==> src/rtl/usb_tx_arb_pkg.sv <==
// Shared definitions for the USB transmit wire arbiter.
// Holds the arbiter state encoding and the index-width helper.
package usb_tx_arb_pkg;

  typedef enum logic [1:0] {
    ST_INIT  = 2'd0,
    ST_IDLE  = 2'd1,
    ST_GRANT = 2'd2
  } arbState_e;

  // Bits needed to index n items, never less than one.
  function automatic int idxWidth(input int n);
    if (n <= 2) begin
      return 1;
    end else begin
      return $clog2(n);
    end
  endfunction

endpackage

==> src/rtl/usb_arb_pick.sv <==
// Combinational winner search for the transmit arbiter.
// Ports:
//   req, mask  - per-requester request and exclusion mask
//   startIdx   - first index searched in round-robin mode (ignored in fixed mode)
//   found      - at least one eligible requester exists
//   winner     - index of the first eligible requester in search order
module usb_arb_pick
  import usb_tx_arb_pkg::*;
#(
  parameter int NUM_REQ = 4,
  parameter int RR_EN   = 1,
  parameter int IDX_W   = idxWidth(NUM_REQ)
) (
  input  logic [NUM_REQ-1:0] req,
  input  logic [NUM_REQ-1:0] mask,
  input  logic [IDX_W-1:0]   startIdx,
  output logic               found,
  output logic [IDX_W-1:0]   winner
);

  logic [NUM_REQ-1:0]   eligible_s;
  logic [IDX_W-1:0]     start_s;
  logic [2*NUM_REQ-1:0] doubled_s;
  logic [NUM_REQ-1:0]   rotated_s;

  // Rotate the eligible vector so bit 0 is the first index searched, then take the lowest set bit.
  always_comb begin
    int sum;
    sum        = 0;
    found      = 1'b0;
    winner     = {IDX_W{1'b0}};
    eligible_s = req & ~mask;
    start_s    = (RR_EN != 0) ? startIdx : {IDX_W{1'b0}};
    // Doubling the vector makes the shifted window wrap around the top index.
    doubled_s  = {eligible_s, eligible_s} >> start_s;
    rotated_s  = doubled_s[NUM_REQ-1:0];
    for (int k = NUM_REQ - 1; k >= 0; k--) begin
      if (rotated_s[k]) begin
        sum = int'(start_s) + k;
        if (sum >= NUM_REQ) begin
          sum = sum - NUM_REQ;
        end else begin
          sum = sum + 0;
        end
        found  = 1'b1;
        winner = IDX_W'(sum);
      end else begin
        found = found;
      end
    end
  end

endmodule

==> src/rtl/usb_tx_wire_arb_n.sv <==
// N-way arbiter sharing one USB transmit wire between several requesters.
// Ports:
//   clk, rst        - clock, synchronous active-high reset
//   req, wen, ctrl, fs_rate, data - per-requester request and wire fields
//   USBWireRdyIn    - ready from the line driver, passed straight back out
//   gnt             - registered one-hot grant
//   TxBits, TxCtl, TxFSRate, USBWireWEn - wire fields of the current owner
//   USBWireRdyOut   - copy of USBWireRdyIn
//   owner, busy     - current/last owner index, grant active
//   hold_expired    - one-cycle pulse when a grant is cut off at MAX_HOLD
module usb_tx_wire_arb_n
  import usb_tx_arb_pkg::*;
#(
  parameter int NUM_REQ  = 4,
  parameter int DATA_W   = 2,
  parameter int RR_EN    = 1,
  parameter int MAX_HOLD = 0
) (
  input  logic                          clk,
  input  logic                          rst,
  input  logic [NUM_REQ-1:0]            req,
  input  logic [NUM_REQ-1:0]            wen,
  input  logic [NUM_REQ-1:0]            ctrl,
  input  logic [NUM_REQ-1:0]            fs_rate,
  input  logic [NUM_REQ*DATA_W-1:0]     data,
  input  logic                          USBWireRdyIn,
  output logic [NUM_REQ-1:0]            gnt,
  output logic [DATA_W-1:0]             TxBits,
  output logic                          TxCtl,
  output logic                          TxFSRate,
  output logic                          USBWireWEn,
  output logic                          USBWireRdyOut,
  output logic [idxWidth(NUM_REQ)-1:0]  owner,
  output logic                          busy,
  output logic                          hold_expired
);

  localparam int IDX_W     = idxWidth(NUM_REQ);
  localparam int HOLD_W    = idxWidth(MAX_HOLD);
  localparam int HOLD_LAST = (MAX_HOLD > 0) ? MAX_HOLD - 1 : 0;

  arbState_e          state_r, stateNext_s;
  logic [NUM_REQ-1:0] gnt_r, gntNext_s;
  logic [NUM_REQ-1:0] mask_r, maskNext_s;
  logic [IDX_W-1:0]   owner_r, ownerNext_s;
  logic [IDX_W-1:0]   rrStart_r, rrStartNext_s;
  logic [HOLD_W-1:0]  holdCnt_r, holdCntNext_s;
  logic               busy_r, busyNext_s;
  logic               holdExpired_r, holdExpiredNext_s;
  logic               pickFound_s;
  logic [IDX_W-1:0]   pickWinner_s;
  logic               ownerReq_s;
  logic [DATA_W-1:0]  txBits_s;
  logic               txCtl_s, txFs_s, wenSel_s;

  usb_arb_pick #(
    .NUM_REQ (NUM_REQ),
    .RR_EN   (RR_EN),
    .IDX_W   (IDX_W)
  ) uPick (
    .req      (req),
    .mask     (mask_r),
    .startIdx (rrStart_r),
    .found    (pickFound_s),
    .winner   (pickWinner_s)
  );

  assign ownerReq_s = req[owner_r];

  // Next-state and next-output logic for the INIT/IDLE/GRANT controller.
  always_comb begin
    stateNext_s       = state_r;
    gntNext_s         = gnt_r;
    ownerNext_s       = owner_r;
    rrStartNext_s     = rrStart_r;
    holdCntNext_s     = holdCnt_r;
    busyNext_s        = busy_r;
    holdExpiredNext_s = 1'b0;
    // A mask bit lives only while its request stays high.
    maskNext_s        = mask_r & req;
    case (state_r)
      ST_INIT: begin
        stateNext_s = ST_IDLE;
      end
      ST_IDLE: begin
        if (pickFound_s) begin
          stateNext_s               = ST_GRANT;
          gntNext_s                 = {NUM_REQ{1'b0}};
          gntNext_s[pickWinner_s]   = 1'b1;
          ownerNext_s               = pickWinner_s;
          busyNext_s                = 1'b1;
          holdCntNext_s             = {HOLD_W{1'b0}};
          if (pickWinner_s == IDX_W'(NUM_REQ - 1)) begin
            rrStartNext_s = {IDX_W{1'b0}};
          end else begin
            rrStartNext_s = pickWinner_s + IDX_W'(1'b1);
          end
        end else begin
          stateNext_s = ST_IDLE;
        end
      end
      ST_GRANT: begin
        if (!ownerReq_s) begin
          stateNext_s = ST_IDLE;
          gntNext_s   = {NUM_REQ{1'b0}};
          busyNext_s  = 1'b0;
        end else if ((MAX_HOLD > 0) && (holdCnt_r == HOLD_W'(HOLD_LAST))) begin
          // Forced release: the owner is masked until it drops its request.
          stateNext_s         = ST_IDLE;
          gntNext_s           = {NUM_REQ{1'b0}};
          busyNext_s          = 1'b0;
          holdExpiredNext_s   = 1'b1;
          maskNext_s[owner_r] = 1'b1;
        end else begin
          holdCntNext_s = holdCnt_r + HOLD_W'(1'b1);
        end
      end
      default: begin
        stateNext_s = ST_INIT;
        gntNext_s   = {NUM_REQ{1'b0}};
        busyNext_s  = 1'b0;
      end
    endcase
  end

  // State and registered-output update with synchronous reset.
  always_ff @(posedge clk) begin
    if (rst) begin
      state_r       <= ST_INIT;
      gnt_r         <= {NUM_REQ{1'b0}};
      mask_r        <= {NUM_REQ{1'b0}};
      owner_r       <= {IDX_W{1'b0}};
      rrStart_r     <= {IDX_W{1'b0}};
      holdCnt_r     <= {HOLD_W{1'b0}};
      busy_r        <= 1'b0;
      holdExpired_r <= 1'b0;
    end else begin
      state_r       <= stateNext_s;
      gnt_r         <= gntNext_s;
      mask_r        <= maskNext_s;
      owner_r       <= ownerNext_s;
      rrStart_r     <= rrStartNext_s;
      holdCnt_r     <= holdCntNext_s;
      busy_r        <= busyNext_s;
      holdExpired_r <= holdExpiredNext_s;
    end
  end

  // AND-OR mux of the owner's wire fields; the owner index is kept while idle.
  always_comb begin
    txBits_s = {DATA_W{1'b0}};
    txCtl_s  = 1'b0;
    txFs_s   = 1'b0;
    wenSel_s = 1'b0;
    for (int i = 0; i < NUM_REQ; i++) begin
      txBits_s = txBits_s | (data[i*DATA_W +: DATA_W] & {DATA_W{owner_r == IDX_W'(i)}});
      txCtl_s  = txCtl_s  | (ctrl[i]    & (owner_r == IDX_W'(i)));
      txFs_s   = txFs_s   | (fs_rate[i] & (owner_r == IDX_W'(i)));
      wenSel_s = wenSel_s | (wen[i]     & (owner_r == IDX_W'(i)));
    end
  end

  assign gnt           = gnt_r;
  assign owner         = owner_r;
  assign busy          = busy_r;
  assign hold_expired  = holdExpired_r;
  assign TxBits        = txBits_s;
  assign TxCtl         = txCtl_s;
  assign TxFSRate      = txFs_s;
  assign USBWireWEn    = busy_r & wenSel_s;
  assign USBWireRdyOut = USBWireRdyIn;

endmodule

==> config.mk <==
export PLATFORM = sky130hd
export DESIGN_NAME = usb_tx_wire_arb_n
export DESIGN_NICKNAME = d
export VERILOG_FILES = /design/src/rtl/usb_tx_arb_pkg.sv /design/src/rtl/usb_arb_pick.sv /design/src/rtl/usb_tx_wire_arb_n.sv
export SDC_FILE = /design/constraint.sdc
export NUM_CORES = 1
export LEC_CHECK = 0
export ABC_AREA = 0
export CAP_MARGIN = 25
export CORE_ASPECT_RATIO = 1.5
export CORE_MARGIN = 8
export CORE_UTILIZATION = 35
export CTS_CLUSTER_SIZE = 28
export DETAILED_ROUTE_END_ITERATION = 8
export DONT_BUFFER_PORTS = 1
export SYNTH_ARGS = -nofsm -noshare
export SYNTH_HDL_FRONTEND = slang
export SYNTH_SLANG_ARGS = --single-unit
==> constraint.sdc <==
create_clock -name clk -period 1.8 [get_ports clk]
set_input_delay 0 -clock clk [delete_from_list [all_inputs] [get_ports clk]]
set_output_delay 0 -clock clk [all_outputs]
set_load 0.02 [all_outputs]
==> results of run 1 <==
-- logic make-up (layout without fill, tap and decap cells) --
kind of cell               count (synthesis)  in the layout  synth area share, %
and+or+nand+nor                           28             28                17.30
muxes                                      6              6                14.59
adders and majority gates                  4              4                5.406
AOI/OAI and AO/OA                         26             26                23.24
buffers and inverters                     12             17                6.621
DFF                                       15             15                32.43
other                                      1              1               0.4050
-- power groups by stage --
stage / Sequential, µW / Clock [µW] / Combinational (µW)
global placement: 409 / 0 / 228
detailed placement: 410 / 0 / 232
finish: 402 / 274 / 248
floorplan: 406 / 0 / 192
CTS: 402 / 284 / 244
global route: 405 / 299 / 268
-- flip-flops by register name, indices dropped and copies added, names as in the netlist --
register   count
busy           1
owner          2
gnt            4
state_r        2
rrStart_r      2
mask_r         4
-- worst max-delay path: cells and delay by family (launching register included) --
kind                     cells  cell delay [ns]
AO/OA/AOI/OAI                3             0.87
flip-flops                   1             0.32
adder cells (fa/ha/maj)      1             0.24
AND/OR/NAND/NOR              1             0.16
-- cells in the final DEF (no fill, tap or decap), drive strengths merged --
cell         netlist  layout
mux4               6       6
a211oi             1       1
nand3              2       2
and3               7       7
o221a              2       2
a32o               3       3
ha                 4       4
o41ai              3       3
o22ai              2       2
a41o               3       3
o21ai              2       2
nand2b             4       4
o22a               1       1
buf                4       3
nor2b              6       6
o211ai             1       1
conb               1       1
nor2               4       4
dlygate4sd3        0       5
nand2              4       4
a21oi              6       6
clkbuf             3       4
and2               1       1
dfxtp             15      15
o41a               2       2
inv                5       5
-- worst paths after layout --
check / slack, ns / end / cells past startpoint
worst max-delay path: 0.12 / rrStart_r[0]$_SDFFE_PP0P_ / 5
worst min-delay path: 0.0002 / USBWireRdyOut / 0
worst max register to register: 0.12 / rrStart_r[0]$_SDFFE_PP0P_ / 5
worst min register to register: 0.50 / mask_r[2]$_SDFF_PP0_ / 1
-- what timing repair did --
| action | 4_1_cts | 5_1_grt |
|---|---|---|
| buffers inserted | 0 | 0 |
| hold endpoints to repair | 10 | 0 |
| endpoints found under the setup margin | 0 | 5 |
| gates resized for setup | 0 | 4 |
| hold buffers | 5 | 0 |
-- per-stage QoR --
stage          setup WS [ns]  hold WS (ns)  instances  area (µm²)
4_1_cts              0.01080     0.0001487        122        1032
5_1_grt              0.01588     0.0001204        122        1047
3_3_place_gp         0.06998     0.0001487        113       937.1
3_5_place_dp         0.02427     0.0001487        113       937.1
2_1_floorplan       0.006495       0.06907         92       925.9
6_report              0.1172     0.0001672        122        1047
-- layer usage --
layer | routed length (µm) | global-route usage [%] | vias up | part of all wire (%)
li1 | - | - | 359 | -
met1 | 888 | 9.298 | 340 | 37
met2 | 1129 | 17.04 | 40 | 48
met3 | 301 | 4.523 | 4 | 13
met4 | 50 | 5.911 | 0 | 2.1
met5 | 0 | 0 | - | 0
-- area by class of cell --
| class | count | area, µm² |
|---|---|---|
| fillers | 267 | 1543 |
| multi-input cells | 65 | 579.3 |
| flip-flops and latches | 15 | 300.3 |
| repair buffers | 8 | 72.57 |
| clock buffers | 4 | 45.04 |
| well taps | 25 | 31.28 |
| inverters | 5 | 18.77 |
==> summary.md, run 1 <==
| Metric | Value |
|---|---|
| Vias in the first global route | `693` |
| Prevailing post-synth register cell | `dfxtp_1` |
| Clock power share | `just under 30%` |
| DR iter-0 viols | `30` |
| CP max FO | `4` |
| Warnings, synthesis | `0` |
| Layout cells sized above 1 | `slightly above 20%` |
| Fmax achieved | `~600 MHz` |
| Mapped Area | `approximately 930 µm²` |
| CTS clk-pin slew, worst paths | `0.06 ns` |
| Max-slew violations | `0` |
| Clk_lat worst skew | `0.25 ns` |
| Synth top area cells | `dfxtp_1, mux4_2, ha_1` |
| Max-Cap Viols | `0` |
| Unrepaired setup endpoints after global routing | `no` |
| Power Internal | `approximately 630 µW` |
| Synth unique cells | `29` |
| DIE AREA | `0.004581 mm²` |
| Sw Ratio | `32.18%` |
| Routability cong. | `0.7695` |
| Initial antenna violation count | `0` |
| Switch Pwr | `approximately 300 µW` |
| CTS sink cnt | `15` |
| Arr. time, crit path | `between 1.5 and 2 ns` |
| Syn avg cell area | `10.06 µm²` |
| Post-synth EDFFs | `0` |
| Core Util, Final | `40.43%` |
| Final hold vios | `0` |
| Vias post-DR | `~740` |
| H-tree depth | `1` |
| Synth Register Bits | `15` |
| Slowest cell delay on critical path | `about 0.35 ns` |
| ANT nets after route | `0` |
| Comb pwr share | `26.8%` |
| DRC Markers | `0` |
| Clock root buffer | `clkbuf_8` |
| Crit path kind | `flop to flop` |
| Post-layout minimum cycle time | `1.683 ns` |
| Hold Startpoint | `USBWireRdyIn` |
| Critical Path Sink Type | `flop` |
| Drt pass-1 iters | `4` |
| Hold Path Class | `primary input to output pin` |
| Grt ovf | `0` |
| Num rows | `23` |
| Syn nets | `123` |
| Chip Width | `58.00 µm` |
| GRT Resource Usage Total | `9.885%` |
| Area growth, synth to finish | `13.11%` |
| Dpl hpwl | `1.877 mm` |
| Reg-to-reg startpoint | `mask_r[0]$_SDFF_PP0_` |
| Setup TNS | `0 ns` |
| Core area | `0.002590 mm²` |
| Syn Inst Count | `92` |
| Final #Nets | `129` |
| CP Launch Point | `mask_r[0]$_SDFF_PP0_` |
| Worst Path Required | `1.95 ns` |
| Post-synth top area share | `32.43%` |
| Max_slew headroom | `a little over half` |
| First-pass GRT wire length | `3.456 mm` |
| CP cell instances | `nand2b_1 > o221a_2 > o22a_1 > ha_1 > o41ai_2` |
| Synth top cells by count | `dfxtp_1, and3_1, a21oi_1, mux4_2` |
| Wire per inst | `roughly 19 µm` |
| Starting Density | `between 30% and 40%` |
| CTS tree | `built` |
| FFs w/ async S/R, synth | `0%` |
| Port bufs | `0` |
| Tcrit/Tclk final | `93.49%` |
| Power Total | `923.5 µW` |
| Max IR drop VDD | `0.0004324 V` |
| Outcome | `finished, final reports clean` |
| Largest net degree at the start of global routing | `18` |
| CP startpoint kind | `flop` |
| Top-count cell post-synth | `dfxtp_1` |
| Routed WL | `2.370 mm` |
| Setup violators final | `0` |
| Number of CTS-inserted buffers | `3` |
| Seq/Total Area, Yosys | `32.43%` |
| P per Cell Area | `around 880 mW/mm²` |
| Die H | `79.00 µm` |
| Max Root-Sink Buffers | `2` |
| Slowest CP cell | `o41ai_2` |
| LEAKAGE | `about 0.00044 µW` |
| Avg Vias per Cell | `6.090` |
| Skew final | `0.003447 ns` |
| Io pins | `41` |
| Flop pwr share | `43.5%` |
| Largest area contributor in the netlist | `dfxtp_1` |
| Antenna Diode Count | `0` |
| Worst-Margin Slew | `between 0.6 and 0.7 ns` |
No activity file was read; power rests on OpenSTA's default activity.
==> run 2, diff against run 1 <==
--- a/config.mk
+++ b/config.mk
@@ -5,7 +5,7 @@
 export SDC_FILE = /design/constraint.sdc
 export NUM_CORES = 1
 export LEC_CHECK = 0
-export ABC_AREA = 0
+export ABC_AREA = 1
 export CAP_MARGIN = 25
 export CORE_ASPECT_RATIO = 1.5
 export CORE_MARGIN = 8
==> summary.md, run 2 <==
| Metric | Value |
|---|---|
| Outcome | `finished, final reports clean` |
| Number of CTS-inserted buffers | `3 (unchanged)` |
| P per Cell Area | `1317 mW/mm² (+49%)` |
| DIE AREA | `0.005229 mm² (+14%)` |
| Dpl hpwl | `2.284 mm (+22%)` |
| R2R setup slack | `0.08 ns (-0.03 ns)` |
| Synth Register Bits | `15 (unchanged)` |
| Setup Slack @ Placement | `-0.09929 ns (-0.1236 ns)` |
| Post-layout minimum cycle time | `1.716 ns (+0.03302 ns)` |
| Grt ovf | `0 (unchanged)` |
| CP Launch Point | `rrStart_r[0]$_SDFFE_PP0P_` |
| Avg Vias per Cell | `4.731 (-22%)` |
| Critical Path Sink Type | `flop` |
| Syn avg cell area | `6.586 µm² (-35%)` |
| Warnings, synthesis | `0 (unchanged)` |
| Area growth, synth to finish | `24.12%` |
| Placed inst area | `0.001202 mm² (+28%)` |
| Largest area contributor in the netlist | `dfxtp_1` |
| Antenna Diode Count | `0 (unchanged)` |
| Io pins | `41 (unchanged)` |
| CP max FO | `6 (+2)` |
| FFs w/ async S/R, synth | `0% (unchanged)` |
| Clock root buffer | `clkbuf_8` |
| Crit path setup slack, layout | `0.08419 ns (-0.03302 ns)` |
| Core area | `0.003065 mm² (+18%)` |
| CP startpoint kind | `flop` |
| Vias in the first global route | `1009 (+46%)` |
| Unrepaired setup endpoints after global routing | `yes` |
| Routed WL | `2.903 mm (+22%)` |
| Arr. time, crit path | `1.85 ns (+0.02 ns)` |
| Most frequent cells in the layout | `nand2_1, nor2_1, inv_1` |
| Syn nets | `198 (+61%)` |
| CTS sink cnt | `15 (unchanged)` |
| Hold Path Class | `primary input to output pin` |
| Chip Width | `61.77 µm (+6.5%)` |
| Max IR drop VDD | `0.0006478 V (+50%)` |
| First-pass GRT wire length | `4.409 mm (+28%)` |
| Clk_lat worst skew | `0.25 ns (about the same)` |
| Vias post-DR | `1074 (+45%)` |
| Largest net degree at the start of global routing | `10 (-8)` |
| Synth top area cells | `dfxtp_1, nand2_1, nand3_2` |
| Worst Path Required | `1.94 ns (about the same)` |
| Mapped Area | `0.001100 mm² (+19%)` |
| Max-Cap Viols | `0 (unchanged)` |
| Setup violators final | `0 (unchanged)` |
| Num rows | `25 (+8.7%)` |
| DRC Markers | `0 (unchanged)` |
| CTS clk-pin slew, worst paths | `0.06 ns (about the same)` |
| ANT nets after route | `0 (unchanged)` |
| Drt pass-1 iters | `4 (unchanged)` |
| Routability cong. | `0.8170 (+6.2%)` |
| Final hold vios | `0 (unchanged)` |
| CTS tree | `built` |
| Max Root-Sink Buffers | `2 (unchanged)` |
| Initial antenna violation count | `0 (unchanged)` |
| Synth unique cells | `28 (-3.4%)` |
| Top-count cell post-synth | `nand2_1` |
| Tcrit/Tclk final | `95.32% (+1.8 points)` |
| H-tree depth | `1 (unchanged)` |
| Port bufs | `0 (unchanged)` |
| Fmax achieved | `582.8 MHz (-1.9%)` |
| Syn Inst Count | `167 (+82%)` |
| Prevailing post-synth register cell | `dfxtp_1` |
| Seq/Total Area, Yosys | `27.30% (-5.1 points)` |
| Worst reg2reg path endpoint | `rrStart_r[1]$_SDFFE_PP0P_` |
| Design area | `0.001365 mm² (+30%)` |
| Post-synth EDFFs | `0 (unchanged)` |
| Worst r2r path cells | `15 (+10)` |
| GRT Resource Usage Total | `10.73% (+0.84 points)` |
| Wire per inst | `12.79 µm (-34%)` |
| Post-synth top area share | `27.30% (-5.1 points)` |
| Max-slew violations | `0 (unchanged)` |
| Final #Nets | `219 (+70%)` |
| LEAKAGE | `0.0006325 µW (+43%)` |
| Reg-to-reg startpoint | `rrStart_r[0]$_SDFFE_PP0P_` |
| DR iter-0 viols | `47 (+57%)` |
| Starting Density | `35.88% (+0.13 points)` |
| Crit path kind | `flop to flop` |
| Synth top cells by count | `nand2_1, inv_1, nor2_1` |
| Skew final | `0.0006757 ns (-0.002772 ns)` |
| Commonest non-fill, non-tap cell in the layout | `nand2_1` |
| Final hold slack | `0.00004357 ns (-0.0001237 ns)` |
| Setup crit end | `rrStart_r[1]$_SDFFE_PP0P_` |
| Layout cells sized above 1 | `29.41% (+8.8 points)` |
| FILL cells | `344 (+29%)` |
| Die H | `84.66 µm (+7.2%)` |
[run 2: changes by cell type in the layout (fill, tap and decap cells not counted), sizes merged, moves of 6 or more]
| cell | previous run | this run |
|---|---|---|
| nand2 | 4 | 60 |
| inv | 5 | 23 |
| nand3 | 2 | 18 |
| nor2 | 4 | 20 |
| buf | 3 | 14 |
| and3 | 7 | 0 |
| mux4 | 6 | 0 |
| nor2b | 6 | 0 |
[run 2: worst min path at each step]
stage / start / to / slack [ns] / depth (start not counted)
floorplan: USBWireRdyIn / USBWireRdyOut / 0.11 / 1
global placement: USBWireRdyIn / USBWireRdyOut / 0.0001 / 0
detailed placement: USBWireRdyIn / USBWireRdyOut / 0.0001 / 0
CTS: USBWireRdyIn / USBWireRdyOut / 0.0001 / 0
global route: USBWireRdyIn / USBWireRdyOut / 0.0002 / 0
finish: USBWireRdyIn / USBWireRdyOut / 0.00004 / 0
[run 2: stage by stage]
stage	setup TNS (ns)	std cells	total power (µW)	util [%]
after floorplan	0	167	1149	-
after global placement	-0.03672	214	1357	39.22
after detailed placement	-0.2342	214	1369	39.22
after CTS	0	224	1675	42.82
after global routing	-0.09779	227	1959	44.53
final	0	227	1797	44.53
[run 2: critical path: stages (launching register included)]
cell and delay [ns]:
dfxtp_4 0.40, inv_6 0.05, nand3_2 0.06, nand2_2 0.07, nand2_2 0.07, nand2_2 0.07, nor2_1 0.11, nand2_1 0.05
nand3_1 0.07, nand2_1 0.06, nand2_2 0.09, inv_2 0.06, ha_4 0.26, inv_2 0.03, o21ai_2 0.09, a21oi_1 0.05
[run 2: area by class of cell]
type,count,area [µm²],area share (%)
flip-flops and latches,15,305.3,22.36
clock buffers,3,41.29,3.025
well taps,40,50.05,3.666
multi-input cells,125,706.9,51.79
clock inverters,1,5.005,0.3666
inverters,23,91.34,6.691
repair buffers,20,165.2,12.10
[run 2: logic make-up after synthesis]
logic type      synth area share [%]
xor+xnor                      0.7965
other cells                   0.3410
flops                          27.30
simple gates                   46.53
compound gates                 9.443
buf+inv                        11.03
fa+ha+maj                      4.551
[run 2: metal layers]
layer | track usage (%) | part of all wire (%) | up-vias
li1 | - | - | 567
met1 | 11.44 | 39 | 472
met2 | 17.98 | 50 | 33
met3 | 4.128 | 11 | 2
met4 | 3.958 | 0.52 | 0
met5 | 0 | 0 | -
[run 2: repair_timing]
item,4_1_cts,5_1_grt
setup buffers,0,3
pin swaps,0,7
resized for setup,2,10
hold endpoints to repair,8,0
endpoints found under the setup margin,4,5
hold buffers,6,0
[run 2: report_power, final]
group / switching [µW] / internal (µW) / leakage (µW)
sequential: 86.1 / 389 / 0.000124
combinational: 611 / 435 / 0.000483
clock: 123 / 153 / 0.0000255
total: 820 / 977 / 0.000633
